--- src/rtl/sliced_alu_seq.sv ---
// sliced_alu_seq: digit-serial ALU. One SLICE-bit datapath is reused over
// NSL = WIDTH/SLICE cycles, LSB slice first, with a registered carry between
// slices so that add/subtract/compare results are correct across the full word.
//
// Ports:
//   clk, rst_n           clock, asynchronous active-low reset
//   in_valid / in_ready  operand handshake (in_ready only while idle)
//   A, B, ALUControl     operands and operation select
//   out_valid/out_ready  result handshake, result held until accepted
//   Result               registered result
//   Zero                 Result == 0
//   Carry, Overflow      carry out / signed overflow for ADD and SUB, else 0
module sliced_alu_seq #(
    parameter int unsigned WIDTH = 32,
    parameter int unsigned SLICE = 4
) (
    input  logic             clk,
    input  logic             rst_n,
    input  logic             in_valid,
    output logic             in_ready,
    input  logic [WIDTH-1:0] A,
    input  logic [WIDTH-1:0] B,
    input  logic [3:0]       ALUControl,
    output logic             out_valid,
    input  logic             out_ready,
    output logic [WIDTH-1:0] Result,
    output logic             Zero,
    output logic             Carry,
    output logic             Overflow
);

    localparam int unsigned NSL = WIDTH / SLICE;
    localparam int unsigned CW  = $clog2(NSL);
    localparam logic [CW-1:0] LastSlice = CW'(NSL - 1);

    localparam logic [3:0] OpAdd  = 4'b0000;
    localparam logic [3:0] OpSub  = 4'b0001;
    localparam logic [3:0] OpAnd  = 4'b0010;
    localparam logic [3:0] OpOr   = 4'b0011;
    localparam logic [3:0] OpXor  = 4'b0100;
    localparam logic [3:0] OpSlt  = 4'b0101;
    localparam logic [3:0] OpSltu = 4'b0110;

    typedef enum logic [1:0] {StIdle, StRun, StDone} state_e;

    state_e           state_q;
    logic [CW-1:0]    cnt_q;
    logic             carry_q;
    logic [WIDTH-1:0] a_q;
    logic [WIDTH-1:0] b_q;
    logic [3:0]       op_q;
    logic [WIDTH-1:0] res_q;
    logic             carry_flag_q;
    logic             ovf_q;
    logic             valid_q;

    // Slice datapath
    logic [SLICE-1:0] a_sl;
    logic [SLICE-1:0] b_sl;
    logic [SLICE-1:0] b_eff;
    logic [SLICE-1:0] sl_res;
    logic [SLICE:0]   sum;
    logic             is_addsub;
    logic             is_arith;
    logic             inv_b;
    logic             msb_cin;
    logic             sl_ovf;
    logic             slt_bit;
    logic             sub_like_in;

    always_comb begin
        a_sl = '0;
        b_sl = '0;
        for (int i = 0; i < int'(NSL); i++) begin
            if (cnt_q == CW'(i)) begin
                a_sl = a_q[i*SLICE +: SLICE];
                b_sl = b_q[i*SLICE +: SLICE];
            end
        end
    end

    always_comb begin
        is_addsub = (op_q == OpAdd) || (op_q == OpSub);
        is_arith  = is_addsub || (op_q == OpSlt) || (op_q == OpSltu);
        inv_b     = is_arith && (op_q != OpAdd);
        b_eff     = inv_b ? ~b_sl : b_sl;
        sum       = {1'b0, a_sl} + {1'b0, b_eff} + {{SLICE{1'b0}}, carry_q};
        // Carry into the top bit of the slice, recovered from the sum bit.
        msb_cin   = a_sl[SLICE-1] ^ b_eff[SLICE-1] ^ sum[SLICE-1];
        sl_ovf    = msb_cin ^ sum[SLICE];
        slt_bit   = sum[SLICE-1] ^ sl_ovf;
        case (op_q)
            OpAdd, OpSub, OpSlt, OpSltu: sl_res = sum[SLICE-1:0];
            OpAnd:                       sl_res = a_sl & b_sl;
            OpOr:                        sl_res = a_sl | b_sl;
            OpXor:                       sl_res = a_sl ^ b_sl;
            default:                     sl_res = '0;
        endcase
    end

    // Subtract-style ops start with carry-in 1 to form the two's complement of B.
    assign sub_like_in = (ALUControl == OpSub) || (ALUControl == OpSlt) ||
                         (ALUControl == OpSltu);

    always_ff @(posedge clk or negedge rst_n) begin
        if (!rst_n) begin
            state_q      <= StIdle;
            cnt_q        <= '0;
            carry_q      <= 1'b0;
            a_q          <= '0;
            b_q          <= '0;
            op_q         <= '0;
            res_q        <= '0;
            carry_flag_q <= 1'b0;
            ovf_q        <= 1'b0;
            valid_q      <= 1'b0;
        end else begin
            case (state_q)
                StIdle: begin
                    if (in_valid) begin
                        a_q     <= A;
                        b_q     <= B;
                        op_q    <= ALUControl;
                        cnt_q   <= '0;
                        carry_q <= sub_like_in;
                        state_q <= StRun;
                    end
                end
                StRun: begin
                    if (is_arith) begin
                        carry_q <= sum[SLICE];
                    end
                    for (int i = 0; i < int'(NSL); i++) begin
                        if (cnt_q == CW'(i)) begin
                            res_q[i*SLICE +: SLICE] <= sl_res;
                        end
                    end
                    if (cnt_q == LastSlice) begin
                        carry_flag_q <= is_addsub & sum[SLICE];
                        ovf_q        <= is_addsub & sl_ovf;
                        // Compare ops replace the whole word on the final edge.
                        if (op_q == OpSlt) begin
                            res_q <= {{(WIDTH-1){1'b0}}, slt_bit};
                        end else if (op_q == OpSltu) begin
                            res_q <= {{(WIDTH-1){1'b0}}, ~sum[SLICE]};
                        end
                        valid_q <= 1'b1;
                        state_q <= StDone;
                    end else begin
                        cnt_q <= cnt_q + 1'b1;
                    end
                end
                StDone: begin
                    if (out_ready) begin
                        valid_q <= 1'b0;
                        state_q <= StIdle;
                    end
                end
                default: begin
                    state_q <= StIdle;
                end
            endcase
        end
    end

    assign in_ready  = (state_q == StIdle);
    assign out_valid = valid_q;
    assign Result    = res_q;
    assign Zero      = (res_q == '0);
    assign Carry     = carry_flag_q;
    assign Overflow  = ovf_q;

endmodule

--- config.mk ---
export PLATFORM = sky130hd
export DESIGN_NAME = sliced_alu_seq
export DESIGN_NICKNAME = d
export VERILOG_FILES = /design/src/rtl/sliced_alu_seq.sv
export SDC_FILE = /design/constraint.sdc
export NUM_CORES = 1
export LEC_CHECK = 0
export ABC_AREA = 1
export CAP_MARGIN = 20
export CORE_ASPECT_RATIO = 0.5
export CORE_MARGIN = 4
export CORE_UTILIZATION = 45
export DETAILED_ROUTE_END_ITERATION = 16
export GPL_TIMING_DRIVEN = 0
export PLACE_DENSITY = 0.79
export SYNTH_ARGS = -nofsm -noshare
export SYNTH_HDL_FRONTEND = slang
export SYNTH_SLANG_ARGS = --single-unit
export TNS_END_PERCENT = 1
--- constraint.sdc ---
create_clock -name clk -period 4.49 [get_ports clk]
set_clock_uncertainty 0.1 [all_clocks]
set_input_delay 1.347 -clock clk [delete_from_list [all_inputs] [get_ports clk]]
set_output_delay 1.347 -clock clk [all_outputs]
set_load 0.05 [all_outputs]
==> impl_metrics.env, run 1 <==
export IMPL_run_status="finished, final reports clean"
export IMPL_routabilityCongestion=0.917
export IMPL_dp_slack_ns=0.358
export IMPL_number_of_antenna_violations_at_the_first_check_in_global_routing=0
export IMPL_synth_nets=758
export IMPL_max_slew_margin_rel_pct=57.4
export IMPL_synth_top_flop_cell="sky130_fd_sc_hd__dfrtp_1"
export IMPL_yosysSeqAreaShare_pct=46.9
export IMPL_final_antenna_net_count=0
export IMPL_vdd_drop_max_uv=411
export IMPL_slew_violations=0
export IMPL_worst_ep_arrival_time_ns=4.36
export IMPL_hpwlAfterDp_um=12000
export IMPL_timing_critical_path_from_type="flop"
export IMPL_grt_start_max_net_pins=66
export IMPL_via_count=5075
export IMPL_highest_achievable_clock_rate_ghz=0.235
export IMPL_clock_sinks=109
export IMPL_layout_drive_gt1_share_pct=15.3
export IMPL_leakagePower_nw=3.51
export IMPL_yosysWarningCount=0
export IMPL_drc=0
export IMPL_regToRegSetupSlack_ns=0.23
export IMPL_cp_required_ns=4.59
export IMPL_starting_density_pct=46.0
export IMPL_cp_max_fo=10
export IMPL_routedWlPerCell_um=16.2
export IMPL_holdPathStages=1
export IMPL_die_height_um=88.4
export IMPL_cts_made_buffers=9
export IMPL_setup_ws_ns=0.228
export IMPL_vias_in_the_first_global_route=5098
export IMPL_firstDrtPassIters=4
export IMPL_syn2layout_area_growth_pct=27.9
export IMPL_post_synth_edffs=0
export IMPL_number_of_top_level_pins=109
export IMPL_synth_seq_cells=109
export IMPL_yosys_top_cells_count="sky130_fd_sc_hd__nand2_1 (167), sky130_fd_sc_hd__dfrtp_1 (109), sky130_fd_sc_hd__mux2_2 (62)"
export IMPL_grt_setup_unrepaired="false"
export IMPL_setup_worst_path_class="flop to flop"
export IMPL_top_layer_used="met4"
export IMPL_core_area_sq_um=12700
export IMPL_synth_top_area_cell="sky130_fd_sc_hd__dfrtp_1"
export IMPL_finalSetupViolations=0
export IMPL_global_route_wire_length_before_repair_um=25400
export IMPL_setup_tns_ns=0
export IMPL_synth_top_area_share_pct=46.9
export IMPL_tightest_slew_ns=0.639
export IMPL_cts_root_buffer_cell="sky130_fd_sc_hd__clkbuf_16"
export IMPL_period_minus_slack_ns=4.26
export IMPL_avgSynthCellArea_sq_um=8.73
export IMPL_synthesis_area_sq_um=5820
export IMPL_drtIter0Drc=376
export IMPL_min_period_over_period_pct=94.9
export IMPL_syn_inst=667
export IMPL_post_cts_resize_count=0
export IMPL_clk_pin_slew_ns=0.07
export IMPL_max_cap_violations=0
export IMPL_cts_tree="done"
export IMPL_totalWireLength_um=15600
export IMPL_cts_max_path_buffers=2
export IMPL_worst_r2r_path_depth=18
export IMPL_grt_overflow_total=0
export IMPL_wl_met2_um=7050
export IMPL_portBuffers=108
export IMPL_hold_path_class="flop to flop"
export IMPL_rows=29
export IMPL_antennaDiodeCount=0
export IMPL_globalRouteTotalUtil_pct=21.4
export IMPL_nNetsFinal=878
export IMPL_clkLatencyLatePin_ns=0.35
export IMPL_netlist_top_cells_area="sky130_fd_sc_hd__dfrtp_1 (47%), sky130_fd_sc_hd__mux2_2 (12%), sky130_fd_sc_hd__nand2_1 (11%), sky130_fd_sc_hd__inv_1 (3.9%), sky130_fd_sc_hd__nor2_1 (3.7%)"
export IMPL_dr_wl_met3_um=942
export IMPL_cts_hold_repair_buffers=0
export IMPL_postCtsSetupRepairBufs=0
export IMPL_die_x_um=169
export IMPL_via_per_inst=5.28
export IMPL_cts_htree_levels=3
export IMPL_design_die_area_sq_um=14900
export IMPL_synth_most_common_cell="sky130_fd_sc_hd__nand2_1"
export IMPL_final_fill_count=1085
export IMPL_netlist_cell_type_count=37
export IMPL_drt_met1_wl_um=7400
export IMPL_hold_viol=0
export IMPL_async_set_or_reset_register_ratio_after_synthesis_pct=100
export IMPL_timing_critical_path_to_type="flop"
export IMPL_cellPowerDensity_nw_per_um2=883
==> layer usage <==
layer  vias to the layer above  track usage, %
met5                         -               0
met4                         0            5.30
met3                        18            4.77
met2                       151            34.2
met1                      2476            30.0
li1                       2430               -
==> logic make-up (layout without fill, tap and decap cells) <==
| group | Yosys count | in the layout | share of synthesized area [%] |
|---|---|---|---|
| buf+inv | 93 | 218 | 6.60 |
| flops | 109 | 109 | 46.9 |
| fa+ha+maj | 19 | 19 | 4.34 |
| compound gates | 93 | 93 | 9.11 |
| xor+xnor | 1 | 1 | 0.150 |
| mux | 62 | 62 | 12.0 |
| simple gates | 290 | 290 | 21.0 |
==> flip-flops by register name, summed over array words and instances, names as in the netlist, 2 cells and up <==
name	cells
op_q	4
b_q	32
Result	32
cnt_q	3
state_q	2
a_q	32
==> area by class of cell <==
type                       instances  area (sq um)  area share (%)
clock buffer                       9           225            3.02
timing repair buffer             109          1110            14.9
inverter                          70           263            3.53
clock inverter                     7          81.3            1.09
tap                              170           213            2.86
buffer                            23           121            1.63
multi-input combinational        465          2710            36.4
sequential                       109          2730            36.6
==> layout by cell type, fill, tap and decap left out, types with 2 or more instances in the layout <==
master,Yosys,routed
sky130_fd_sc_hd__inv_2,8,8
sky130_fd_sc_hd__mux2_2,62,62
sky130_fd_sc_hd__buf_2,13,13
sky130_fd_sc_hd__buf_4,3,4
sky130_fd_sc_hd__o21ai_1,35,35
sky130_fd_sc_hd__nor4_1,8,8
sky130_fd_sc_hd__clkinv_1,2,2
sky130_fd_sc_hd__nand4_1,3,3
sky130_fd_sc_hd__nand3_2,2,2
sky130_fd_sc_hd__nand3b_1,2,2
sky130_fd_sc_hd__a22o_1,2,2
sky130_fd_sc_hd__ha_1,17,17
sky130_fd_sc_hd__clkbuf_16,0,9
sky130_fd_sc_hd__inv_1,60,60
sky130_fd_sc_hd__a21boi_1,3,3
sky130_fd_sc_hd__clkdlybuf4s50_1,0,107
sky130_fd_sc_hd__inv_6,0,2
sky130_fd_sc_hd__clkbuf_1,6,6
sky130_fd_sc_hd__nor2_1,57,57
sky130_fd_sc_hd__nand3_1,39,39
sky130_fd_sc_hd__o22ai_1,9,9
sky130_fd_sc_hd__a21oi_1,10,10
sky130_fd_sc_hd__clkinv_4,0,2
sky130_fd_sc_hd__o21ai_0,24,24
sky130_fd_sc_hd__o211ai_1,4,4
sky130_fd_sc_hd__fa_1,2,2
sky130_fd_sc_hd__nand2_1,167,167
sky130_fd_sc_hd__or2_2,8,8
sky130_fd_sc_hd__dfrtp_1,109,109
==> worst max-delay path, stage by stage (launching register included) <==
cell and delay, ns:
sky130_fd_sc_hd__dfrtp_1 0.41, sky130_fd_sc_hd__ha_1 0.23, sky130_fd_sc_hd__ha_1 0.18, sky130_fd_sc_hd__buf_2 0.20, sky130_fd_sc_hd__inv_1 0.16, sky130_fd_sc_hd__clkbuf_1 0.46
sky130_fd_sc_hd__o211ai_1 0.19, sky130_fd_sc_hd__nand3_1 0.13, sky130_fd_sc_hd__nand2_1 0.08, sky130_fd_sc_hd__nand2_1 0.12, sky130_fd_sc_hd__a21boi_1 0.14, sky130_fd_sc_hd__fa_1 0.43
sky130_fd_sc_hd__fa_1 0.48, sky130_fd_sc_hd__inv_1 0.10, sky130_fd_sc_hd__nand2_1 0.05, sky130_fd_sc_hd__nand3_1 0.08, sky130_fd_sc_hd__nand3_1 0.18, sky130_fd_sc_hd__nand2_1 0.27
sky130_fd_sc_hd__o22ai_1 0.11
==> stage by stage <==
| stage | instance area, sq um | power, mW | hold slack, ns | cells | utilization, % |
|---|---|---|---|---|---|
| final | 7450 | 6.57 | 0.405 | 962 | 58.8 |
| after global routing | 7450 | 7.14 | 0.416 | 962 | 58.8 |
| after CTS | 7450 | 6.56 | 0.406 | 962 | 58.8 |
| after detailed placement | 7140 | 5.71 | 0.389 | 946 | 56.4 |
| after global placement | 7120 | 5.59 | 0.381 | 945 | 56.2 |
| after floorplan | 5820 | 4.50 | 0.371 | 667 | - |
==> worst paths after layout <==
kind                               to  startpoint
min                            b_q[9]      b_q[9]
max in group asynchronous     b_q[22]       rst_n
max                        Result[18]    cnt_q[0]
min reg2reg                    b_q[9]      b_q[9]
max reg2reg                Result[18]    cnt_q[0]
min in group asynchronous     op_q[2]       rst_n
==> where the power goes <==
part	internal, mW	switching (mW)
registers	1.46	0.329
logic	1.44	2.53
clock network	0.442	0.385
total	3.33	3.24
Power figures use the tool's default switching activity.
==> run 2: changes to the inputs <==
--- a/config.mk
+++ b/config.mk
@@ -13,7 +13,8 @@
 export DETAILED_ROUTE_END_ITERATION = 16
 export GPL_TIMING_DRIVEN = 0
 export PLACE_DENSITY = 0.79
+export SKIP_CTS_REPAIR_TIMING = 1
 export SYNTH_ARGS = -nofsm -noshare
 export SYNTH_HDL_FRONTEND = slang
 export SYNTH_SLANG_ARGS = --single-unit
-export TNS_END_PERCENT = 1
+export TNS_END_PERCENT = 30
==> results of run 2 <==
Same layout as run 1: the final DEF is identical, and so are final timing and power.
==> run 3: changes to the inputs <==
--- a/config.mk
+++ b/config.mk
@@ -17,4 +17,4 @@
 export SYNTH_ARGS = -nofsm -noshare
 export SYNTH_HDL_FRONTEND = slang
 export SYNTH_SLANG_ARGS = --single-unit
-export TNS_END_PERCENT = 30
+export TNS_END_PERCENT = 50
==> results of run 3 <==
Same layout as run 1: the final DEF is identical, and so are final timing and power.
